## config.mk

```make
export PLATFORM = sky130hd
export DESIGN_NAME = pc_sequencer
export DESIGN_NICKNAME = d
export VERILOG_FILES = /design/src/rtl/pc_sequencer.sv
export SDC_FILE = /design/constraint.sdc
export NUM_CORES = 1
export LEC_CHECK = 0
export CAP_MARGIN = 40
export CORE_MARGIN = 2
export CORE_UTILIZATION = 30
export CTS_BUF_LIST = sky130_fd_sc_hd__clkbuf_4
export DETAILED_ROUTE_END_ITERATION = 10
export SLEW_MARGIN = 20
export SYNTH_ARGS = -nofsm -noshare
export SYNTH_HDL_FRONTEND = slang
export SYNTH_SLANG_ARGS = --single-unit
```

## constraint.sdc

```tcl
create_clock -name CLK -period 2.6 [get_ports CLK]
set_clock_uncertainty 0.1 [all_clocks]
set_input_delay 0.52 -clock CLK [delete_from_list [all_inputs] [get_ports CLK]]
set_output_delay 0.52 -clock CLK [all_outputs]
set_load 0.05 [all_outputs]
```

## src/rtl/pc_sequencer.sv

```systemverilog
// PC sequencer: decides PC register load/next value, tracks deferred redirects,
// owns the halt state and a saturating count of valid fetches.
module pc_sequencer #(
   parameter logic [31:0] PC_INIT = 32'h0,
   parameter int unsigned CNT_W   = 16
) (
   input  logic             CLK,
   input  logic             nRST,
   input  logic [31:0]      pco,
   input  logic             ihit,
   input  logic             stall,
   input  logic             redirect_en,
   input  logic [31:0]      redirect_pc,
   input  logic             halt,
   output logic             pc_wen,
   output logic [31:0]      pc_nxt,
   output logic             iREN,
   output logic             fetch_valid,
   output logic             halted,
   output logic [CNT_W-1:0] fetch_cnt
);

   typedef enum logic {RUN, HALTED} state_t;

   state_t            state, state_n;
   logic              pend_valid, pend_valid_n;
   logic [31:0]       pend_pc, pend_pc_n;
   logic [CNT_W-1:0]  fetch_cnt_n;
   logic              run;
   logic              adv;

   always_ff @(posedge CLK or negedge nRST) begin
      if (!nRST) begin
         state      <= RUN;
         pend_valid <= 1'b0;
         pend_pc    <= PC_INIT;
         fetch_cnt  <= '0;
      end else begin
         state      <= state_n;
         pend_valid <= pend_valid_n;
         pend_pc    <= pend_pc_n;
         fetch_cnt  <= fetch_cnt_n;
      end
   end

   always_comb begin
      state_n      = state;
      pend_valid_n = pend_valid;
      pend_pc_n    = pend_pc;
      fetch_cnt_n  = fetch_cnt;

      run         = (state == RUN);
      adv         = ihit & ~stall & run;
      iREN        = run;
      pc_wen      = adv;
      fetch_valid = ihit & run & ~redirect_en & ~pend_valid;

      if (redirect_en)
         pc_nxt = redirect_pc;
      else if (pend_valid)
         pc_nxt = pend_pc;
      else
         pc_nxt = pco + 32'd4;
      pc_nxt[1:0] = 2'b00;

      // Any PC load retires the pending target; a live redirect that cannot load yet is parked.
      if (adv) begin
         pend_valid_n = 1'b0;
      end else if (redirect_en) begin
         pend_valid_n = 1'b1;
         pend_pc_n    = redirect_pc;
      end

      if (halt & fetch_valid & ~stall)
         state_n = HALTED;

      if (fetch_valid & ~stall & (fetch_cnt != '1))
         fetch_cnt_n = fetch_cnt + 1'b1;
   end

   assign halted = (state == HALTED);

endmodule

```

==> impl_results.md, run 1 <==
* Mapped Avg Cell Area at 9.41 µm²
* Starting Density at 30.7%
* Clock latency on the worst-skew pair at around 0.37 ns
* Pre-CTS WS at -0.705 ns
* Post-synth top area share at between 30% and 40%
* Synth Flop Type: dfrtp_1
* Post-synth EDFFs at 0
* Final min period at 2.89 ns
* Peak VDD IR at 0.000192 V
* Clock Power Share at 21.5%
* Vias in the first global route at around 3,300
* Worst reg2reg endpoint: fetch_cnt[15]
* NetSw at 0.701 mW
* Worst Path Class, Setup: in -> out
* Main combinational cell family by area after synthesis: simple AND/OR/NAND/NOR gates
* First-iteration detailed-routing DRC count at 79
* Yosys warns at 0
* Num Clock Sinks at 48
* Total CTS buffers at 5
* RSZ-0062 raised after global routing: true
* CP max stage cell: or4_4
* R2R Setup Slk at ~0.47 ns
* Final HPWL DP at between 7000 and 8000 µm
* Initial antenna violation count at 0
* Area Growth Syn to Fin at 87.1%
* Clk buf depth at 2
* Pwr Total at approximately 2.1 mW
* CTS Root Cell: clkbuf_4
* Int Pwr at 1.42 mW
* Gr usage total at 18.2%
* Worst path max stage delay at 0.57 ns
* H-tree depth at 2
* Leak Pwr at 2.58 nW
* Slew Limit Headroom at roughly 64%
* Largest net degree at the start of global routing at 28
* Worst slew pin tran at 0.538 ns
* Post-Synth XOR/XNOR Area at 10.0%
* I/O pin count at 122
* Worst-path maximum fanout at 4
* First-pass detailed-route iteration total at 4
* Ys async rst share at 100%
* Distinct cells, synth at 45
* PnR worst setup slack at -0.288 ns
* GP Congestion at between 0.8 and 0.9
* Required time of the critical path at 1.98 ns
* Final ANT Viol Nets at 0
* Die Ht at 106 µm
* Row cnt at 37
* Gate Count Post-Synth at 334
* Avg WL per Cell at 15.8 µm
* Failing checks: negative setup slack
* Die X at 106 µm
* Cell Pwr Density at 362 mW/mm²
* Clock transition at the registers of the reported paths at 0.14 ns
* First-pass GRT wire length at between 15,000 and 20,000 µm
* Synth Area in Adders at less than 1%
* DR DRC count at 0
* Area contributors post-synth: dfrtp_1, mux2_2, xnor2_1
* Status: finished, violations left
* Post-synthesis mux area share at 14.0%
* Synth area leader: dfrtp_1
* Average via count per standard cell at 4.85
* Max-cap viol count at 0
* Worst hold path class: reg -> reg
* CP Capture Type: output port
* Synth Area in Compound Gates at 12.0%
* Mapped Area at 0.00314 mm²
* Seq/Total Area, Yosys at 38.2%
* Worst setup SP type: input pin
* CP cell instances: buf_8 -> nand4_4 -> or4_4 -> buf_12 -> buf_8 -> buf_6 -> nor3_4 -> xnor2_2 -> o21ai_4 -> buf_12
* Nets at 589
* Path depth of the worst reg2reg path at 5
* Hold path startpoint: pend_pc[24]
* WP buf/inv at 5
* Part of the cycle the worst path needs at 111%
* Layout cells sized above 1 at 45.9%
* Core Box Area at 0.0102 mm²
* FF-to-FF Start: halted
* Sequential Power Share at approximately 39%
* Combinational Power Share at 39.9%
* TNS Setup at -2.33 ns
* Final setup viols at 16
* Die area at 0.0113 mm²
* Fin. Hold Viols at 0
* Port Buf Inserts at 115
* Hold path cells at 1
* Remaining global-route overflow at 0
* Crit path DAT at around 2.3 ns
* Sw Share at 33.0%
* #FFs+latches synth at 48
* Hold endpoint: pend_pc[24]
* Fmax at 346 MHz
* Commonest cells post-synth: dfrtp_1, mux2_2, nand2_1
* CTS tree: built
* Most common cell in the synthesized netlist: dfrtp_1
* Antenna Cells at 0
* Core Util, Final at a little under three fifths
* Total wire length at 10,300 µm
* Final slew viol count at 0
* Via count at 3,173
* Post-Synth Simple-Gate Area at about a fifth
* Crit path max-delay family: simple AND/OR/NAND/NOR gates
[power groups by stage]
stage / registers, mW / clock network (mW) / logic [mW]
2_1_floorplan: 0.836 / 0 / 0.371
3_3_place_gp: 0.831 / 0 / 0.810
3_5_place_dp: 0.834 / 0 / 0.819
4_1_cts: 0.819 / 0.474 / 0.847
5_1_grt: 0.826 / 0.507 / 0.892
6_report: 0.820 / 0.457 / 0.848
[layout by cell type, fill, tap and decap left out, drive strengths merged, types with 5 or more instances in the layout]
cell type / instances
buf: 120
clkdlybuf4s50: 55
dfrtp: 48
mux2: 36
nand2: 36
xnor2: 28
o21ai: 26
nor2: 19
nand3: 17
a22oi: 13
inv: 11
a21oi: 11
nor3: 11
clkbuf: 9
xor2: 8
nor4: 8
nand4: 5
[metal layers]
metal	part of all wire [%]	global-route usage [%]
met2	51	32.6
met3	5.9	4.60
met5	0	0
met1	42	22.4
met4	0.87	3.01
[final cells by class]
class	count	area, µm²
Timing Repair Buffer	192	2100
Clock inverter	3	42.5
Multi-Input combinational cell	258	2280
Tap cell	136	170
Inverter	12	45.0
Fill cell	855	4350
Clock buffer	5	37.5
Sequential cell	48	1200
[kinds of logic (layout without fill, tap and decap cells)]
group / Yosys count / after routing
and+or+nand+nor: 116 / 116
AOI/OAI and AO/OA: 63 / 63
DFF: 48 / 48
muxes: 39 / 39
xor gates and xnor gates: 36 / 36
buffers and inverters: 29 / 212
adders and majority gates: 2 / 2
other: 1 / 2
[worst max path at each step]
stage,start,endpoint,slack [ns],cells past startpoint
floorplan,redirect_en,pc_nxt[16],-0.25,5
global placement,pco[2],pc_nxt[22],-0.69,9
detailed placement,pco[2],pc_nxt[22],-0.70,9
CTS,pco[5],pc_nxt[25],-0.33,9
global route,pco[5],pc_nxt[27],-0.34,10
finish,pco[5],pc_nxt[27],-0.29,10
[registers in the layout, indices dropped and copies added (netlist names)]
name        flops
fetch_cnt      16
pend_valid      1
halted          1
pend_pc        30
[what timing repair did]
| item | CTS | global route |
|---|---|---|
| buffers inserted | 11 | 3 |
| hold endpoints to repair | 13 | 0 |
| cloned | 1 | 0 |
| pin swaps | 33 | 17 |
| gates resized for setup | 131 | 28 |
| setup endpoints to repair | 29 | 22 |
| hold buffers | 1 | 0 |
[metrics by stage]
stage	area, µm²	hold slack [ns]	cells
final	5880	0.419	654
after global routing	5880	0.437	654
after CTS	5800	0.423	651
after detailed placement	5330	0.359	630
after global placement	5330	0.349	630
after floorplan	3310	0.124	335
No activity file was read; power rests on OpenSTA's default activity.
==> run 2, diff against run 1 <==
PLACE_DENSITY = 0.55   (was not set)
==> impl_results.md, run 2 (same netlist as run 1, synthesis figures left out) <==
* Status: finished, violations left
* Failing checks: negative setup slack
* Fmax at 359 MHz (+3.6%)
* Multi-input combinational cell area at 0.00228 mm² (-0.22%)
* Leak Pwr at 2.54 nW (-1.7%)
* RSZ-0062 raised after global routing: true
* First-iteration detailed-routing DRC count at 95 (+20%)
* Slew Limit Headroom at 57.8% (-6.0 points)
* Most common cell after layout, fill and taps aside: buf_4
* Clock transition at the registers of the reported paths at 0.15 ns (about the same)
* CP cell instances: buf_6 -> nand4_4 -> or4_4 -> buf_6 -> o31a_1 -> o31ai_2 -> o21ai_2 -> buf_6
* Worst setup SP type: input pin
* Layout fillers at 898 (+5.0%)
* Remaining global-route overflow at 0 (unchanged)
* Crit path max-delay family: simple AND/OR/NAND/NOR gates
* Antenna Cells at 0 (unchanged)
* Vias in the first global route at 3,167 (-5.0%)
* Cell Pwr Density at 350 mW/mm² (-3.1%)
* Crit path top cell by count: buf_6
* Pre-CTS WS at -0.746 ns (-0.0410 ns)
* Crit path DAT at 2.17 ns (-0.10 ns)
* Die Ht at 106 µm (unchanged)
* DR DRC count at 0 (unchanged)
* Core Box Area at 0.0102 mm² (unchanged)
* Fin. Hold Viols at 0 (unchanged)
* CP Capture Type: output port
* Final min period at 2.79 ns (-0.101 ns)
* Avg WL per Cell at 15.7 µm (-0.51%)
* Starting Density at 30.7% (unchanged)
* TNS Setup at -1.96 ns (+0.373 ns)
* I/O pin count at 122 (unchanged)
* Clk buf depth at 2 (unchanged)
* Nets at 585 (-0.68%)
* Total CTS buffers at 5 (unchanged)
* Clock latency on the worst-skew pair at 0.37 ns (about the same)
* Part of the cycle the worst path needs at 107% (-3.9 points)
* Area Growth Syn to Fin at 84.1%
* Worst-path maximum fanout at 2 (-2)
* Layout cells sized above 1 at 44.0% (-2.0 points)
* Die area at 0.0113 mm² (unchanged)
* Largest regs: pend_pc: 30 flops, fetch_cnt: 16 flops
* Via count at 3,120 (-1.7%)
* Largest register FFs at 30 (unchanged)
* Required time of the critical path at 1.98 ns (about the same)
* Worst path max stage delay at 0.59 ns (+0.02 ns)
* CTS Root Cell: clkbuf_4
* WP buf/inv at 3 (-2)
* Largest net degree at the start of global routing at 49 (+75%)
* Row cnt at 37 (unchanged)
* Average via count per standard cell at 4.80 (-1.1%)
* PnR worst setup slack at -0.188 ns (+0.101 ns)
* Most flop-heavy register: pend_pc
* Most frequent cells in the layout: buf_4, clkdlybuf4s50_1, dfrtp_1, mux2_2, nand2_1
* H-tree depth at 2 (unchanged)
* Final ANT Viol Nets at 0 (unchanged)
* Worst slew pin tran at 0.633 ns (+0.0948 ns)
* CTS tree: built
* Final setup viols at 17 (+1)
* Initial antenna violation count at 0 (unchanged)
* Num Clock Sinks at 48 (unchanged)
* Worst hold path class: in -> async
* CP max stage cell: or4_4
* First-pass GRT wire length at 16,100 µm (-3.1%)
* Max-cap viol count at 0 (unchanged)
* Worst Path Class, Setup: in -> out
* GP Congestion at 0.827 (-0.74%)
* Peak VDD IR at 0.000216 V (+13%)
* Die X at 106 µm (unchanged)
* Final slew viol count at 0 (unchanged)
* Port Buf Inserts at 115 (unchanged)
* Total wire length at 10,200 µm (-1.1%)
* First-pass detailed-route iteration total at 4 (unchanged)
* Final HPWL DP at 7470 µm (-0.87%)
* Gr usage total at 17.8% (-0.47 points)
* Register area at 0.00120 mm² (unchanged)
==> run 2: metrics by stage <==
stage / power (mW) / instances / area [µm²] / utilization [%] / hold WS, ns
finish: 2.03 / 650 / 5780 / 56.5 / 0.125
global route: 2.12 / 650 / 5780 / 56.5 / 0.164
CTS: 2.04 / 646 / 5570 / 54.5 / 0.137
detailed placement: 1.64 / 630 / 5290 / 51.7 / 0.388
global placement: 1.63 / 630 / 5290 / 51.7 / 0.383
floorplan: 1.21 / 335 / 3310 / - / 0.124
==> run 2: worst register-to-register path, cell delays in order (launching register included) <==
cell and delay (ns):
dfrtp_1 0.45, ha_1 0.21, nand2_1 0.12, nor4_1 0.47, buf_4 0.21, a211o_1 0.14
buf_4 0.12, nor2_1 0.04, xor2_1 0.15
==> run 2: cell type report <==
cell class / count / share of cell area, %
multi-input combinational: 258 / 39.4
tap: 136 / 2.94
sequential: 48 / 20.8
inverter: 12 / 0.779
clock buffer: 5 / 0.649
timing repair buffer: 188 / 35.1
clock inverter: 3 / 0.368
==> run 2: metal layers <==
layer	vias to the layer above	wire [µm]	global-route usage, %
met4	0	67	2.91
met3	5	669	4.72
met5	-	0	0
met1	1479	4430	22.8
li1	1546	-	-
met2	90	5040	30.4
==> run 2: final timing paths <==
kind / from / slack (ns) / end / cells after the start
min in group CLK: pend_pc[19] / 0.42 / pend_pc[19] / 1
max in group asynchronous: nRST / 1.86 / pend_pc[10] / 2
min reg2reg: pend_pc[19] / 0.42 / pend_pc[19] / 1
max reg2reg: fetch_cnt[0] / 0.49 / fetch_cnt[3] / 8
min: nRST / 0.13 / fetch_cnt[4] / 2
max: pco[7] / -0.19 / pc_nxt[23] / 8
==> run 2: timing repair <==
item / in CTS / in global routing
cloned: 1 / 0
pin swaps: 34 / 35
buffers inserted: 7 / 4
hold buffers: 0 / 0
endpoints found under the setup margin: 30 / 20
resized for setup: 101 / 37
==> run 2: power breakdown <==
group          switching, mW  internal, mW
clock network          0.268         0.108
registers             0.0247         0.795
logic                  0.417         0.412
total                  0.710          1.32
==> RTL edit: new RTL, flow settings as in run 2 <==
Set the parameter `CNT_W` to 20 (it was 16).
--- a/src/rtl/pc_sequencer.sv
+++ b/src/rtl/pc_sequencer.sv
@@ -4,3 +4,3 @@
    parameter logic [31:0] PC_INIT = 32'h0,
-   parameter int unsigned CNT_W   = 16
+   parameter int unsigned CNT_W   = 20
 ) (
Ports: changed (resized fetch_cnt); port bits go from 122 to 126. No check against the original RTL was run, so the function may have changed too.
==> RTL edit against run 2 <==
  * Worst setup slack gained 0.22 ns
  * Die area rose by 4.5%
  * Routed wire length rose by 5.3%
  * Critical path depth stayed put
  * Global-route usage rose by 1.3 points
  * Count of clock-buffer cells in the layout rose by 1
  * Power increased by 6.7%
  * Hold slack better by 0.29 ns
  * Area after synthesis up 4.7%
  * Final area is 0.19% lower
  * Sequential cell count rose by 4
  * Synthesized cell count grew 1.2%
  * Critical path type unchanged
==> RTL edit: results (changes against run 2) <==
- First-pass GRT wire length: 17,500 um (was 16,100 um)
- Synth cell types: 46 (was 45)
- Syn. warnings: 0 (unchanged)
- Max stage delay on crit path: 0.36 ns (was 0.59 ns)
- CTS root buf: clkbuf_4 (unchanged)
- Num CTS Buffers: 5 (unchanged)
- Synth area leaders: dfrtp_1, mux2_2, xnor2_1 (unchanged)
- GPL Wtd Cong: 0.852 (was 0.827)
- Crit-path slowest cell: nor4_4 (was or4_4)
- Fin nets: 593 (was 585)
- Status: finished, final reports clean (was finished, violations left)
- Inst Count DP: 639 (was 630)
- Placed inst area: 5420 sq um (was 5290 sq um)
- PortBufs: 119 (was 115)
- Worst-path maximum fanout: 2 (unchanged)
- Ant diodes: 0 (unchanged)
- Initial antenna violation count: 0 (unchanged)
- DP Wirelength: 7990 um (was 7470 um)
- Hold WC Path Type: reg -> reg (was in -> async)
- Arr. time, crit path: 1.95 ns (was 2.17 ns)
- GRT overflow: 0 (unchanged)
- DRT iter0 DRCs: 69 (was 95)
- Vias in the first global route: 3,493 (was 3,167)
- Leak: 2.49 nW (was 2.54 nW)
- GRT Total Usage: 0.190 (was 0.178)
- Pin count of the biggest net entering global routing: 31 (was 49)
- Mapped Cells: 338 (was 334)
- Clk buf depth: 2 (unchanged)
- Post-synthesis sequential area ratio: 0.396 (was 0.382)
- Largest registers: pend_pc x30, fetch_cnt x20 (was pend_pc x30, fetch_cnt x16)
- Worst slew pin tran: 0.519 ns (was 0.633 ns)
- Worst vdd rail ir drop: 0.000191 V (was 0.000216 V)
- Worst-path clk slew: 0.15 ns (about the same)
- DR WL/cell: 16.2 um (was 15.7 um)
- Fin cells: 662 (was 650)
- Clock Latency Late Sink: 0.38 ns
- Most frequent cell after synthesis: dfrtp_1 (unchanged)
- Share of cells above drive strength 1: 0.425 (was 0.440)
- Async S/R FF share, synth: 1.00 (unchanged)
- H-Tree Level Count: 2 (unchanged)
- Synth cell count leaders: dfrtp_1, mux2_2, nand2_1 (unchanged)
- Drt first pass iters: 4 (unchanged)
- Vias: 3,250 (was 3,120)
- Max FFs per register: 30 (unchanged)
RTL edit: changes by cell type in the layout (fill, tap and decap cells not counted), sizes merged, moves of 6 or more:
cell   delta
xor2     +12
buf       +7
nand4    +14
inv       -7
and3      +9
nand2     -6
RTL edit: final cells by class:
cell class / instances / area (sq um)
fill: 1017 / 4970
multi-input combinational: 265 / 2150
timing repair buffer: 191 / 2040
sequential: 52 / 1300
tap: 140 / 175
clock buffer: 6 / 45.0
clock inverter: 2 / 35.0
inverter: 6 / 22.5
RTL edit: what timing repair did:
action | CTS | global route
hold buffers | 1 | 0
setup buffers | 7 | 5
pin swaps | 23 | 23
endpoints found under the hold margin | 13 | 0
cloned | 2 | 0
setup endpoints to repair | 26 | 19
gates resized for setup | 126 | 21
RTL edit: final timing paths:
kind / startpoint / to / slack, ns / depth (start not counted)
max: pco[19] / pc_nxt[31] / 0.03 / 8
min reg2reg: fetch_cnt[7]$_DFFE_PN0P_ / fetch_cnt[7]$_DFFE_PN0P_ / 0.41 / 1
max reg2reg: fetch_cnt[16]$_DFFE_PN0P_ / fetch_cnt[0]$_DFFE_PN0P_ / 0.69 / 5
min in group asynchronous: nRST / pend_pc[29]$_DFFE_PN0P_ / 0.49 / 2
max in group asynchronous: nRST / halted$_DFFE_PN0P_ / 1.30 / 3
min: fetch_cnt[7]$_DFFE_PN0P_ / fetch_cnt[7]$_DFFE_PN0P_ / 0.41 / 1
RTL edit: critical path, delay by kind of cell:
| kind | cells | cell delay, ns |
|---|---|---|
| compound gates | 1 | 0.16 |
| xor+xnor | 1 | 0.18 |
| buf+inv | 3 | 0.42 |
| simple gates | 3 | 0.67 |
RTL edit: cell families after synthesis:
group,after synthesis,synth area share
and+or+nand+nor,120,0.207
DFF,52,0.396
xor gates and xnor gates,44,0.117
buffers and inverters,22,0.0300
AOI/OAI and AO/OA,60,0.116
other,1,0.00114
adders and majority gates,2,0.00761
muxes,37,0.125
RTL edit: metal layers:
layer | vias to the layer above | track usage | routed length (um)
met4 | 0 | 0.0440 | 150
met2 | 109 | 0.336 | 5200
met1 | 1539 | 0.232 | 4570
met5 | - | 0 | 0
met3 | 13 | 0.0496 | 821
li1 | 1589 | - | -
RTL edit: stage by stage:
stage / utilization / setup TNS [ns] / setup WS [ns] / hold slack, ns
after floorplan: - / -0.162 / -0.162 / 0.124
after global placement: 0.505 / -7.28 / -0.386 / 0.355
after detailed placement: 0.505 / -7.50 / -0.388 / 0.355
after CTS: 0.523 / 0 / 0.00108 / 0.416
after global routing: 0.537 / -0.257 / -0.0591 / 0.434
final: 0.537 / 0 / 0.0337 / 0.414
RTL edit: report_power, final:
part	switching (mW)	leakage, nW	internal (mW)
combinational	0.399	1.80	0.404
sequential	0.0235	0.647	0.856
clock	0.266	0.0456	0.213
total	0.688	2.49	1.47
